## config.mk

```make
export PLATFORM = sky130hd
export DESIGN_NAME = wb_burst_reader_flat
export DESIGN_NICKNAME = d
export VERILOG_FILES = /design/src/rtl/wb_pkg.sv /design/src/rtl/if_wb.sv /design/src/rtl/fifo_sync.sv /design/src/rtl/wb_burst_reader.sv /design/src/flat_wrapper.sv
export SDC_FILE = /design/constraint.sdc
export NUM_CORES = 1
export LEC_CHECK = 0
export ABC_AREA = 1
export CAP_MARGIN = 20
export CORE_AREA = 10 10 115 117
export CTS_CLUSTER_SIZE = 8
export DETAILED_ROUTE_END_ITERATION = 12
export DIE_AREA = 0 0 125 127
export DONT_BUFFER_PORTS = 1
export GPL_TIMING_DRIVEN = 0
export PLACE_DENSITY_LB_ADDON = 0.2
export SLEW_MARGIN = 20
export SYNTH_ARGS = -nofsm -noshare
export SYNTH_HDL_FRONTEND = slang
export SYNTH_SLANG_ARGS = --single-unit
export TNS_END_PERCENT = 5
```

## constraint.sdc

```tcl
create_clock -name clk -period 2.38 [get_ports clk]
set_input_delay 0.357 -clock clk [delete_from_list [all_inputs] [get_ports clk]]
set_output_delay 0.357 -clock clk [all_outputs]
set_load 0.005 [all_outputs]
```

## src/rtl/wb_pkg.sv

```systemverilog
// Shared Wishbone definitions: default bus widths and the burst-reader FSM state type.
package wb_pkg;

    localparam int WB_AW = 16;
    localparam int WB_DW = 16;

    typedef enum logic [2:0] {
        IDLE,
        REQ,
        WAIT,
        DRAIN,
        DONE
    } wb_rd_state_t;

endpackage

```

## src/rtl/if_wb.sv

```systemverilog
// Pipelined Wishbone bus bundle with master and slave views.
interface if_wb
    import wb_pkg::*;
#(
    parameter int AW = WB_AW,
    parameter int DW = WB_DW
);

    logic          cyc;
    logic          stb;
    logic [AW-1:0] adr;
    logic          we;
    logic [DW-1:0] dat_m;
    logic [DW-1:0] dat_s;
    logic          ack;
    logic          stall;

    modport master (output cyc, stb, adr, we, dat_m, input dat_s, ack, stall);
    modport slave  (input cyc, stb, adr, we, dat_m, output dat_s, ack, stall);

endinterface

```

## src/rtl/fifo_sync.sv

```systemverilog
// Synchronous DW x DEPTH FIFO; q is a register holding the head word, never a fall-through path.
module fifo_sync
    import wb_pkg::*;
#(
    parameter int DW    = WB_DW,
    parameter int DEPTH = 4
) (
    input  logic                       clk,
    input  logic                       rst_n,
    input  logic                       push_i,
    input  logic                       pop_i,
    input  logic [DW-1:0]              din_i,
    output logic [DW-1:0]              q,
    output logic [$clog2(DEPTH+1)-1:0] count,
    output logic                       full,
    output logic                       empty
);

    localparam int PW = $clog2(DEPTH);
    localparam int CW = $clog2(DEPTH+1);

    logic [DW-1:0] mem_q [DEPTH];
    logic [PW-1:0] wr_ptr_q, rd_ptr_q, rd_nxt;
    logic [CW-1:0] cnt_q, cnt_d;
    logic [DW-1:0] q_q, q_d;
    logic          do_push, do_pop;

    assign do_pop  = pop_i && (cnt_q != '0);
    assign do_push = push_i && ((cnt_q != CW'(DEPTH)) || do_pop);
    assign rd_nxt  = rd_ptr_q + PW'(1);

    always_comb begin
        cnt_d = cnt_q;
        case ({do_push, do_pop})
            2'b10:   cnt_d = cnt_q + CW'(1);
            2'b01:   cnt_d = cnt_q - CW'(1);
            default: cnt_d = cnt_q;
        endcase
        // The head register follows whichever word becomes oldest after this edge.
        q_d = q_q;
        if (do_push && ((cnt_q == '0) || (do_pop && (cnt_q == CW'(1))))) begin
            q_d = din_i;
        end else if (do_pop && (cnt_q > CW'(1))) begin
            q_d = mem_q[rd_nxt];
        end
    end

    always_ff @(posedge clk) begin
        if (do_push) begin
            mem_q[wr_ptr_q] <= din_i;
        end
    end

    always_ff @(posedge clk or negedge rst_n) begin
        if (!rst_n) begin
            wr_ptr_q <= '0;
            rd_ptr_q <= '0;
            cnt_q    <= '0;
            q_q      <= '0;
        end else begin
            if (do_push) wr_ptr_q <= wr_ptr_q + PW'(1);
            if (do_pop)  rd_ptr_q <= rd_nxt;
            cnt_q <= cnt_d;
            q_q   <= q_d;
        end
    end

    assign q     = q_q;
    assign count = cnt_q;
    assign full  = (cnt_q == CW'(DEPTH));
    assign empty = (cnt_q == '0);

endmodule

```

## src/rtl/wb_burst_reader.sv

```systemverilog
// Pipelined Wishbone read master: fetches len words from base and streams them on a valid/ready port.
module wb_burst_reader
    import wb_pkg::*;
#(
    parameter int AW    = WB_AW,
    parameter int DW    = WB_DW,
    parameter int LEN_W = 16,
    parameter int DEPTH = 4
) (
    input  logic             clk,
    input  logic             rst_n,
    input  logic             start,
    input  logic [AW-1:0]    base,
    input  logic [LEN_W-1:0] len,
    output logic             busy,
    output logic             done,
    output logic [DW-1:0]    m_data,
    output logic             m_valid,
    input  logic             m_ready,
    if_wb.master             wb
);

    localparam int OW = $clog2(DEPTH+1);
    localparam logic [OW:0] CREDIT_MAX = DEPTH[OW:0];

    wb_rd_state_t     state_q, state_d;
    logic [AW-1:0]    adr_q, adr_d;
    logic [LEN_W-1:0] rem_q, rem_d;
    logic [OW-1:0]    out_q, out_d;
    logic [OW-1:0]    fifo_cnt;
    logic             fifo_full, fifo_empty;
    logic             cyc, stb, accept, ack_ok, push, pop;

    assign cyc = (state_q == REQ) || (state_q == WAIT);
    // Words in flight plus words buffered never exceed DEPTH, so every ack has a slot.
    assign stb = (state_q == REQ) && (rem_q != '0)
              && (({1'b0, out_q} + {1'b0, fifo_cnt}) < CREDIT_MAX);

    assign accept  = stb && !wb.stall;
    assign ack_ok  = wb.ack && cyc && (out_q != '0);
    assign m_valid = !fifo_empty;
    assign pop     = m_valid && m_ready;
    assign push    = ack_ok && (!fifo_full || pop);

    always_comb begin
        state_d = state_q;
        adr_d   = adr_q;
        rem_d   = rem_q;
        out_d   = out_q;
        case ({accept, ack_ok})
            2'b10:   out_d = out_q + OW'(1);
            2'b01:   out_d = out_q - OW'(1);
            default: out_d = out_q;
        endcase
        case (state_q)
            IDLE: begin
                if (start) begin
                    if (len != '0) begin
                        state_d = REQ;
                        adr_d   = base;
                        rem_d   = len;
                    end else begin
                        state_d = DONE;
                    end
                end
            end
            REQ: begin
                if (accept) begin
                    adr_d = adr_q + AW'(1);
                    rem_d = rem_q - LEN_W'(1);
                    if (rem_q == LEN_W'(1)) state_d = WAIT;
                end
            end
            WAIT:    if (out_q == '0) state_d = DRAIN;
            DRAIN:   if (fifo_empty) state_d = DONE;
            DONE:    state_d = IDLE;
            default: state_d = IDLE;
        endcase
    end

    always_ff @(posedge clk or negedge rst_n) begin
        if (!rst_n) begin
            state_q <= IDLE;
            adr_q   <= '0;
            rem_q   <= '0;
            out_q   <= '0;
        end else begin
            state_q <= state_d;
            adr_q   <= adr_d;
            rem_q   <= rem_d;
            out_q   <= out_d;
        end
    end

    fifo_sync #(
        .DW    (DW),
        .DEPTH (DEPTH)
    ) u_rsp_fifo (
        .clk    (clk),
        .rst_n  (rst_n),
        .push_i (push),
        .pop_i  (pop),
        .din_i  (wb.dat_s),
        .q      (m_data),
        .count  (fifo_cnt),
        .full   (fifo_full),
        .empty  (fifo_empty)
    );

    assign wb.cyc   = cyc;
    assign wb.stb   = stb;
    assign wb.adr   = adr_q;
    assign wb.we    = 1'b0;
    assign wb.dat_m = '0;

    assign busy = (state_q == REQ) || (state_q == WAIT) || (state_q == DRAIN);
    assign done = (state_q == DONE);

endmodule

```

## src/flat_wrapper.sv

```systemverilog
// flat-port wrapper written by rule: the top's interface ports become plain ports
module wb_burst_reader_flat import wb_pkg::*;
#(
    parameter int AW    = WB_AW,
    parameter int DW    = WB_DW,
    parameter int LEN_W = 16,
    parameter int DEPTH = 4
)
  (clk, rst_n, start, base, len, busy, done, m_data, m_valid, m_ready, wb_cyc, wb_stb, wb_adr, wb_we, wb_dat_m, wb_dat_s, wb_ack, wb_stall);
  if_wb #(.AW(AW), .DW(DW)) wb_i ();
  input  logic clk;
  input  logic rst_n;
  input  logic start;
  input  logic [AW-1:0] base;
  input  logic [LEN_W-1:0] len;
  output logic busy;
  output logic done;
  output logic [DW-1:0] m_data;
  output logic m_valid;
  input  logic m_ready;
  output wire logic [$bits(wb_i.cyc)-1:0] wb_cyc;
  output wire logic [$bits(wb_i.stb)-1:0] wb_stb;
  output wire logic [$bits(wb_i.adr)-1:0] wb_adr;
  output wire logic [$bits(wb_i.we)-1:0] wb_we;
  output wire logic [$bits(wb_i.dat_m)-1:0] wb_dat_m;
  input wire logic [$bits(wb_i.dat_s)-1:0] wb_dat_s;
  input wire logic [$bits(wb_i.ack)-1:0] wb_ack;
  input wire logic [$bits(wb_i.stall)-1:0] wb_stall;
  assign wb_cyc = wb_i.cyc;
  assign wb_stb = wb_i.stb;
  assign wb_adr = wb_i.adr;
  assign wb_we = wb_i.we;
  assign wb_dat_m = wb_i.dat_m;
  assign wb_i.dat_s = wb_dat_s;
  assign wb_i.ack = wb_ack;
  assign wb_i.stall = wb_stall;
  wb_burst_reader #(.AW(AW), .DW(DW), .LEN_W(LEN_W), .DEPTH(DEPTH)) u_core (.clk(clk), .rst_n(rst_n), .start(start), .base(base), .len(len), .busy(busy), .done(done), .m_data(m_data), .m_valid(m_valid), .m_ready(m_ready), .wb(wb_i));
endmodule
```

# == Word-level counts from Yosys, hierarchy flattened ==
# Memory sizes are Yosys's and may differ from the RTL's.
# Index checks and enable logic that the tools add are counted.
# totals
memories,1
word_cells,92
register_bits,61
latchBits,0
mem_bits_ro,0
ram_bits,64
# memory_table
memory,depth,word_bits,read_ports,rd_clocked_by_memory_dff,wr,line,source
u_core.u_rsp_fifo.mem_q,4,16,1,0,1,fifo_sync.sv:22,logic [DW-1:0] mem_q [DEPTH];
# op_classes
add_sub_neg,9
n_mul,0
order_cmp,2
bitwise,0
reduce_logical,33
shifts,0
eq_ne,18
n_div,0
mux,21
# ops
operator,count
$mux 16,8
$pmux 16 s2,2
$reduce_bool 16->1,2
$mux 3,6
$add 16x1->16 const B,1
$eq 16x1->1 const B,1
$sub 16x1->16 const B,1
$logic_and 1x1->1,12
$pmux 3 s2,2
$pmux 3 s4,1
$logic_not 3->1,3
$reduce_bool 2->1,4
$add 3x1->3 const B,2
$eq 3x1->1 const B,2
$eq 3x2->1 const B,2
$eq 3x3->1 const B,2
$ne 2x1->1 const B,3
$ne 2x2->1 const B,3
$reduce_bool 3->1,2
$sub 3x1->3 const B,2
$logic_or 1x1->1,5
$reduce_and 5->1,1
$add 2x1->2 const B,2
$add 3x3->4,1
8 further kinds,13

# == Longest topological paths before layout ==
# Gate-level depths: netlist of the first run.
# logic_depth
word_depth,8
ltp_mapped,12
mapped_depth_nobuf,12

# == By module ==
# Synthesis of the first run repeated with hierarchy kept, for this count alone.
# unflattened
hier_cells,878
area_unflattened_um2,6946.7
# by_module_without_submodules
module,seq_area_each_um2,n_inst,cells_each,area_each_um2
fifo_sync,2497.4,1,401,3897.5
wb_burst_reader,950.9,1,477,3049.2

# == Worst setup path after synthesis of the first run ==
# Ideal clock, no wire load.
# synth_path
kind,flip-flop to flip-flop
start,register u_core.state_q[1]
end,"memory u_core.u_rsp_fifo.mem_q[0][0] (netlist bit), enable pin"
slack_ns,0.164
setup_ns,0.389
n_path_buf,0
path_stages_with_launch,8
arrival_time_ns,1.827
t_required_ns,1.991
period_less_slack_ns,2.216
cell_sequence,dfrtp_1 > nor2_2 > nand2_2 > nand2_2 > nand2_1 > nor2_1 > nand2_2 > nor2_1
# synth_between
elab_chain_cells,8
elab_cells_between_ends,9
classes_between,2 x eq/ne; 2 x mux; 5 x reduce/logical
# synth_rtl
element,line,source
start: declaration,wb_burst_reader.sv:26,"wb_rd_state_t state_q, state_d;"
start signal: assignment,wb_burst_reader.sv:88,state_q <= state_d;
$eq 3x1->1 / $eq 3x2->1 (equally long branches),wb_burst_reader.sv:34,assign cyc = (state_q == REQ) || (state_q == WAIT);
$logic_or 1x1->1 (*),wb_burst_reader.sv:34,
named net wb_cyc,flat_wrapper.sv:21,output wire logic [$bits(wb_i.cyc)-1:0] wb_cyc;
$logic_and 1x1->1 (*) (2 in series),wb_burst_reader.sv:40,assign ack_ok = wb.ack && cyc && (out_q != '0);
$logic_and 1x1->1 (*),wb_burst_reader.sv:43,assign push = ack_ok && (!fifo_full || pop);
$logic_and 1x1->1 (*),fifo_sync.sv:29,assign do_push = push_i && ((cnt_q != CW'(DEPTH)) || do_pop);
$mux 1 (*),fifo_sync.sv:49,if (do_push) begin
$mux 1 (implied by the code) (*),fifo_sync.sv:50,mem_q[wr_ptr_q] <= din_i;
end: declaration,fifo_sync.sv:22,
# Mark *: on every way through the listed nets, which the timed path passes. The rest lies on a longest branch.

# == Worst setup path in the final report of the first run ==
# layout_path
start,register u_core.rem_q[8]
end,register u_core.out_q[2]
# layout_between
elab_chain_cells,6
elab_cells_between_ends,8
classes_between,2 x eq/ne; 1 x mux; 5 x reduce/logical
# layout_rtl
element,line,source
start: declaration,wb_burst_reader.sv:28,"logic [LEN_W-1:0] rem_q, rem_d;"
start signal: assignment,wb_burst_reader.sv:90,rem_q <= rem_d;
$reduce_bool 16->1 (*),wb_burst_reader.sv:36,assign stb = (state_q == REQ) && (rem_q != '0)
$logic_and 1x1->1 (*),wb_burst_reader.sv:36,
$logic_and 1x1->1 (*),wb_burst_reader.sv:37,"&& (({1'b0, out_q} + {1'b0, fifo_cnt}) < CREDIT_MAX);"
$logic_and 1x1->1 (*),wb_burst_reader.sv:39,assign accept = stb && !wb.stall;
$eq 2x1->1 / $eq 2x2->1 (equally long branches),wb_burst_reader.sv:50,"case ({accept, ack_ok})"
$pmux 3 s2 / $reduce_bool 2->1 (equally long branches),n/a,
end signal: assignment,wb_burst_reader.sv:91,out_q <= out_d;
end: declaration,wb_burst_reader.sv:29,"logic [OW-1:0] out_q, out_d;"
# Mark *: on every way between the ends. The rest lies on a longest branch, timed or not.
# A chain may end at the register's enable or synchronous reset.

==> impl_results.md, run 1 <==
- Status: finished clean
- Worst-path clk slew: 60 ps
- Avg Synthesized Cell Area: 8.14 um2
- Arrival time at the worst endpoint: 2510 ps
- Register area: 3450 um2
- Worst setup SP type: register
- Slew Viols, Final: 0
- Largest net degree at the start of global routing: 62
- FILL cells: 852
- Post-Syn Area: 6800 um2
- CTS tree: done
- WHS Endpoint: u_core.u_rsp_fifo.mem_q[1][8]
- Initial antenna violation count: 0
- Worst vdd ir: 0.629 mV
- Slowest CP cell: dfrtp_1
- Number of synthesized register bits: 125
- Worst Tran Pin Value: 537 ps
- DPL Wire Length: 11,700 um
- Area leader, netlist: edfxtp_1
- CTS max path bufs: 2
- Max-Cap Viols: 0
- I/O Pins: 108
- Multi-input logic area: 2910 um2
- # nets final: 947
- P_int: 6.17 mW
- Clk_lat worst skew: 420 ps
- Final hold viol count: 0
- Critical path's largest stage delay: 450 ps
- Placer congestion estimate: 0.925
- Post-DR vias/cell: 5.27
- Worst r2r dst: u_core.out_q[2]
- Register area share after synthesis: 0.507
- Gate count after technology mapping: 835
- Sw Share: 0.427
- Share of post-route cells with drive strength above 1: 0.120
- Clk pwr share: 0.229
- Die width: 125 um
- LEAKAGE: 3.72 nW
- First-pass DRT Iterations: 5
- Pwr per Cell Area: 1390 nW/um2
- Port bufs: 0
- Total grt overflow: 0
- Worst r2r path cells: 11
- Post-synthesis cell type count: 38
- Relative slew slack: 0.642
- Worst Clk Skew: 10.5 ps
- Die height: 127 um
- Fmax: 450 MHz
- Routed length per instance: 16.0 um
- Switch Pwr: 4.60 mW
- Sequential Power Share: 0.341
- Hold path depth: 0
- Area growth syn-to-layout: 13.9%
- YS warnings: 0
- DR iter-0 viols: 325
- CP Max Fanout: 5
- Antenna Violating Nets Remaining: 0
- Final TNS setup: 0 ps
- Root Buffer: clkbuf_16
- Hold_sp: wb_dat_s[8]
- Period utilization: 0.935
- Starting Density: 0.611
- CP Capture Type: register
- Critical path class: reg -> reg
- FF-to-FF setup slack: 160 ps
- CP Data Required Time: 2670 ps
- H-tree Lvls: 4
- Vias in the first global route: 5,427
- Residual DRC: 0
- RSZ-0062 raised after global routing: false
- Postcts setup bufs: 0
- Total GRT Usage: 0.205
- Min Hold Slack: 30.3 ps
- Final setup fails: 0
- Final wirelength: 16,500 um
- Total CTS buffers: 17
- Die area: 15,900 um2
- Row count: 39
- Tmin final: 2220 ps
- Top-area cell type share of the netlist area: 0.283
- Via Count: 5,439
- Synth area leaders: edfxtp_1 28%, dfrtp_1 22%, nand2_1 20%, nor2_1 4.0%, inv_1 3.6%
- First-pass GRT wire length: 26,500 um
- Worst Hold Class: in -> reg
- Comb pwr share: 0.430
- CTS Sinks: 125
- Sequence of cells on the critical path: nor2_4 -> nand2_1 -> nor2_2 -> nand2_2 -> nand3_4 -> ha_1 -> inv_1 -> fa_1 -> a21oi_1 -> o21ai_0 -> xor2_1
- RR Startpoint: u_core.rem_q[8]
- Diode count: 0
- Core Region: 11,100 um2
critical path: cells and delay by family, from the launching register on:
family          cells  cell delay [ps]
compound gates      2              270
fa+ha+maj           2              530
xor+xnor            1              160
flops               1              450
buf+inv             1               60
simple gates        5              610
worst max path at each step:
stage	endpoint	from	depth (start not counted)
after floorplan	u_core.u_rsp_fifo.mem_q[0][0]	u_core.state_q[1]	7
after global placement	u_core.u_rsp_fifo.mem_q[1][4]	u_core.state_q[1]	7
after detailed placement	u_core.out_q[2]	u_core.state_q[1]	11
after CTS	u_core.out_q[2]	u_core.state_q[1]	11
after global routing	u_core.out_q[2]	u_core.u_rsp_fifo.count[1]	11
final	u_core.out_q[2]	u_core.rem_q[8]	11
cells in the mapped netlist, drive strengths merged:
library cell / instances
dfrtp: 61
ha: 16
or2: 4
clkbuf: 5
nand3b: 6
clkinv: 1
a22oi: 10
o21bai: 3
nor3: 2
nor2: 78
nand4: 6
fa: 1
xor2: 7
o21ai: 44
nand2: 369
a21oi: 10
nand3: 35
a31oi: 1
buf: 33
xnor2: 4
a21o: 1
conb: 1
inv: 72
o31ai: 1
edfxtp: 64
metal layers:
metal  vias up  routed length, um  global-route usage
met4         0                248              0.0718
met2       186               8550               0.365
met1      2527               6360               0.227
li1       2701                  -                   -
met5         -                  0                   0
met3        25               1320              0.0653
layout by cell type, fill, tap and decap left out, types with 2 or more instances in the layout:
| cell | count |
|---|---|
| nor2_4 | 4 |
| o21ai_0 | 43 |
| clkbuf_1 | 9 |
| xor2_1 | 7 |
| clkinv_2 | 2 |
| clkinv_4 | 2 |
| conb_1 | 17 |
| a22oi_1 | 10 |
| xnor2_1 | 4 |
| nand2_2 | 5 |
| a21oi_1 | 9 |
| buf_6 | 5 |
| nand3_1 | 30 |
| bufinv_16 | 2 |
| nand2_1 | 358 |
| clkinvlp_4 | 4 |
| ha_1 | 16 |
| edfxtp_1 | 64 |
| buf_2 | 8 |
| nand2_4 | 6 |
| nor2_2 | 6 |
| clkbuf_16 | 17 |
| buf_4 | 20 |
| nor2_1 | 68 |
| inv_2 | 8 |
| nand3b_1 | 6 |
| nand3_2 | 4 |
| o21bai_1 | 3 |
| inv_1 | 64 |
| buf_8 | 4 |
| dfrtp_1 | 60 |
| nand4_1 | 5 |
| clkinv_1 | 2 |
| or2_2 | 4 |
repair_timing:
item,4_1_cts,5_1_grt
endpoints found under the setup margin,0,26
endpoints found under the hold margin,61,0
hold buffers,2,0
resized for setup,0,10
sequential cells by signal, indices dropped and copies added, names as in the netlist:
register / cells
u_core.u_rsp_fifo.mem_q: 64
u_core.rem_q: 16
u_core.u_rsp_fifo.q: 16
u_core.wb.adr: 16
u_core.out_q: 3
u_core.state_q: 3
u_core.u_rsp_fifo.count: 3
u_core.u_rsp_fifo.rd_ptr_q: 2
u_core.u_rsp_fifo.wr_ptr_q: 2
power groups by stage:
stage                     Clock [mW]  Combinational [mW]  Sequential (mW)
after CTS                       2.50                4.61             3.66
after global routing            2.60                5.30             3.77
final                           2.47                4.63             3.67
after global placement             0                4.30             3.66
after floorplan                    0                3.50             3.50
after detailed placement           0                4.54             3.68
logic make-up (layout without fill, tap and decap cells):
logic type | Yosys count | in the layout | synth area share
xor gates and xnor gates | 11 | 11 | 0.0142
adders and majority gates | 17 | 17 | 0.0324
buffers and inverters | 111 | 149 | 0.0794
DFF | 125 | 125 | 0.507
other | 1 | 17 | 0.000552
and+or+nand+nor | 500 | 500 | 0.307
AOI/OAI and AO/OA | 70 | 70 | 0.0589
layout make-up:
class / count / area share
buffer: 38 / 0.0343
clock buffer: 21 / 0.0569
clock inverter: 11 / 0.0157
inverter: 73 / 0.0354
multi-input combinational: 615 / 0.376
sequential: 125 / 0.446
tap: 143 / 0.0231
timing repair buffer: 6 / 0.0126
stage by stage:
| stage | area [um2] | utilization | worst slack, ps | cells | power, mW |
|---|---|---|---|---|---|
| floorplan | 6860 | - | 164 | 851 | 7.00 |
| global placement | 7030 | 0.632 | -557 | 994 | 7.96 |
| detailed placement | 7100 | 0.639 | 39.7 | 998 | 8.23 |
| CTS | 7700 | 0.692 | 32.9 | 1032 | 10.8 |
| global route | 7740 | 0.696 | 2.40 | 1032 | 11.7 |
| finish | 7740 | 0.696 | 155 | 1032 | 10.8 |
No activity file was read; power rests on OpenSTA's default activity.
==> run 2, diff against run 1 <==
Settings changed: CAP_MARGIN 20 to 5, CORE_AREA 10 10 115 117 to 10 10 124 126, DIE_AREA 0 0 125 127 to 0 0 134 136, DONT_BUFFER_PORTS 1 to not set, SYNTH_HIERARCHICAL set to 1.
==> impl_results.md, run 2 <==
- Status: finished with violations
- Failing checks: negative setup slack
- Most frequent cell after synthesis: nand2_1
- Worst vdd ir: 0.810 mV
- Largest family of logic cells by synthesized area: simple AND/OR/NAND/NOR gates
- First-pass DRT Iterations: 5
- Overall Power: 12.5 mW
- CTS max path bufs: 2
- Initial antenna violation count: 0
- Async SR Flop Fraction: 0.488
- Post-Syn Area: 6950 um2
- Total grt overflow: 0
- Antenna Violating Nets Remaining: 0
- First-pass GRT wire length: 29,100 um
- Avg Synthesized Cell Area: 7.91 um2
- Die height: 136 um
- Area growth syn-to-layout: 30.5%
- Cell mode on critical path: inv_1
- DPL Wire Length: 12,200 um
- Most frequent standard cell in the layout excluding fill and tap cells: nand2_1
- Die area: 18,200 um2
- Max FFs per register: 64
- Starting Density: 0.535
- H-tree Lvls: 4
- Post-synthesis cell type count: 36
- CTS Sinks: 125
- Top-area cell type share of the netlist area: 0.277
- Commonest cells in the netlist: 436 x nand2_1, 64 x edfxtp_1, 61 x dfrtp_1
- Post-DR vias/cell: 4.98
- Tmin final: 2410 ps
- Pwr per Cell Area: 1380 nW/um2
- Final setup fails: 1
- Pre-CTS setup slack: -853 ps
- CP Data Required Time: 2690 ps
- I/O Pins: 108
- Compound-Gate Fraction of Synth Area: 0.0326
- # nets final: 1,089
- Fmax: 414 MHz
- Final Non-Filler Cells: 1,208
- Number of synthesized register bits: 125
- Gate count after technology mapping: 878
- Routed length per instance: 15.0 um
- Worst setup SP type: register
- Worst Tran Pin Value: 503 ps
- Root Buffer: clkbuf_16
- Area leader, netlist: edfxtp_1
- Diode count: 0
- Largest register by flop count: u_core/u_rsp_fifo/mem_q
- CP Max Fanout: 4
- Slowest CP cell: dfrtp_1
- Synth area leaders: edfxtp_1 28%, nand2_1 24%, dfrtp_1 22%, nor2_1 3.2%, nand3_1 3.0%
- GRT busiest layer: met2
- Final setup margin: -32.8 ps
- CTS tree: done
- Largest net degree at the start of global routing: 49
- Vias in the first global route: 5,844
- Post-Synth XOR/XNOR Area: 0.0202
- YS warnings: 6
- Total GRT Usage: 0.201
- Worst-path clk slew: 60 ps
- Grt met2 use: 0.330
- Via Count: 6,018
- Multiplexer share of the synthesized area: 0
- Placed cells: 1,161
- Port bufs: 90
- Row count: 42
- DR iter-0 viols: 470
- Worst Hold Class: in -> async
- Max-Cap Viols: 0
- Final wirelength: 18,100 um
- Sequence of cells on the critical path: nor3_1 -> inv_1 -> nand2_2 -> nand3_2 -> a21oi_2 -> inv_1 -> nor2_4 -> buf_8 -> clkinvlp_4 -> buf_4 -> ha_4 -> nor2_1 -> o21ai_0 -> xor2_1 -> inv_1
- Critical path's largest stage delay: 440 ps
- Met3 Use GR: 0.0613
- Arrival time at the worst endpoint: 2720 ps
- Period utilization: 1.01
- Total CTS buffers: 17
- Residual DRC: 0
- Synth Area in Adders: 0.0299
- Core Region: 13,000 um2
- Die width: 134 um
- RSZ-0062 raised after global routing: true
- Post-Synth Simple-Gate Area: 0.345
- LEAKAGE: 4.35 nW
- EDFF count, synth: 64
- Worst Clk Skew: 6.03 ps
- Share of post-route cells with drive strength above 1: 0.138
- Register area share after synthesis: 0.496
- Relative slew slack: 0.665
- Clk_lat worst skew: 420 ps
- Final hold viol count: 0
- Critical path class: reg -> reg
- Synth Flop Type: edfxtp_1
- CP Capture Type: register
- Met1 Use GR: 0.246
- Placer congestion estimate: 0.919
- Slew Viols, Final: 0
- Commonest cells after routing, fill and taps aside: 433 x nand2_1, 88 x clkdlybuf4s50_1, 64 x edfxtp_1
run 2: per-layer routing:
layer | part of all wire | vias up
met2 | 0.49 | 224
met3 | 0.080 | 21
met5 | 0 | -
met4 | 0.014 | 0
li1 | - | 3024
met1 | 0.42 | 2749
run 2: path summary, 6_finish.rpt:
check,slack (ps),depth (start not counted),start,endpoint
max in group asynchronous,1490,3,rst_n,u_core/u_rsp_fifo/count[2]
min in group clk,480,2,u_core/u_rsp_fifo/q[14],u_core/u_rsp_fifo/q[14]
min,350,2,rst_n,u_core/u_rsp_fifo/rd_ptr_q[1]
max,-30,15,u_core/state_q[0],u_core/u_rsp_fifo/count[2]
min reg2reg,480,2,u_core/u_rsp_fifo/q[14],u_core/u_rsp_fifo/q[14]
max reg2reg,-30,15,u_core/state_q[0],u_core/u_rsp_fifo/count[2]
run 2: stage by stage:
step                hold WS [ps]  utilization  instance area [um2]  TNS (ps)
floorplan                   61.4            -                 7020    -10630
global placement             457        0.627                 8140   -127920
detailed placement           242        0.629                 8160    -51090
CTS                          344        0.692                 8980     -2170
global route                 366        0.698                 9070      -473
finish                       349        0.698                 9070     -32.8
run 2: report_power, final:
part,switching [mW],internal [mW],leakage [nW]
Clock,0.927,1.75,0.298
Sequential,0.539,2.98,1.33
Combinational,3.79,2.55,2.72
Total,5.26,7.28,4.35
run 2: final cells by class:
class                      count  area (um2)
tap                          176         220
inverter                      57         225
clock inverter                10         136
timing repair buffer         106        1110
fill                        1046        3910
clock buffer                  22         484
sequential                   125        3450
buffer                        45         319
multi-input combinational    667        3120
run 2: repair_timing:
| item | 4_1_cts | 5_1_grt |
|---|---|---|
| endpoints found under the hold margin | 13 | 0 |
| endpoints found under the setup margin | 70 | 71 |
| resized for setup | 20 | 9 |
| pin swaps | 4 | 4 |
| hold buffers | 1 | 0 |
| setup buffers | 9 | 5 |
run 2: worst max-delay path: cells and delay by family, from the launching register on:
kind | cells | cell delay (ps)
and+or+nand+nor | 5 | 690
buffers and inverters | 6 | 540
DFF | 1 | 440
adders and majority gates | 1 | 250
AOI/OAI and AO/OA | 2 | 220
xor gates and xnor gates | 1 | 150
run 2: cell families (layout without fill, tap and decap cells):
family / count (synthesis) / count (layout)
other: 1 / 17
xor gates and xnor gates: 16 / 16
AOI/OAI and AO/OA: 40 / 40
and+or+nand+nor: 578 / 578
adders and majority gates: 16 / 16
DFF: 125 / 125
buffers and inverters: 102 / 240
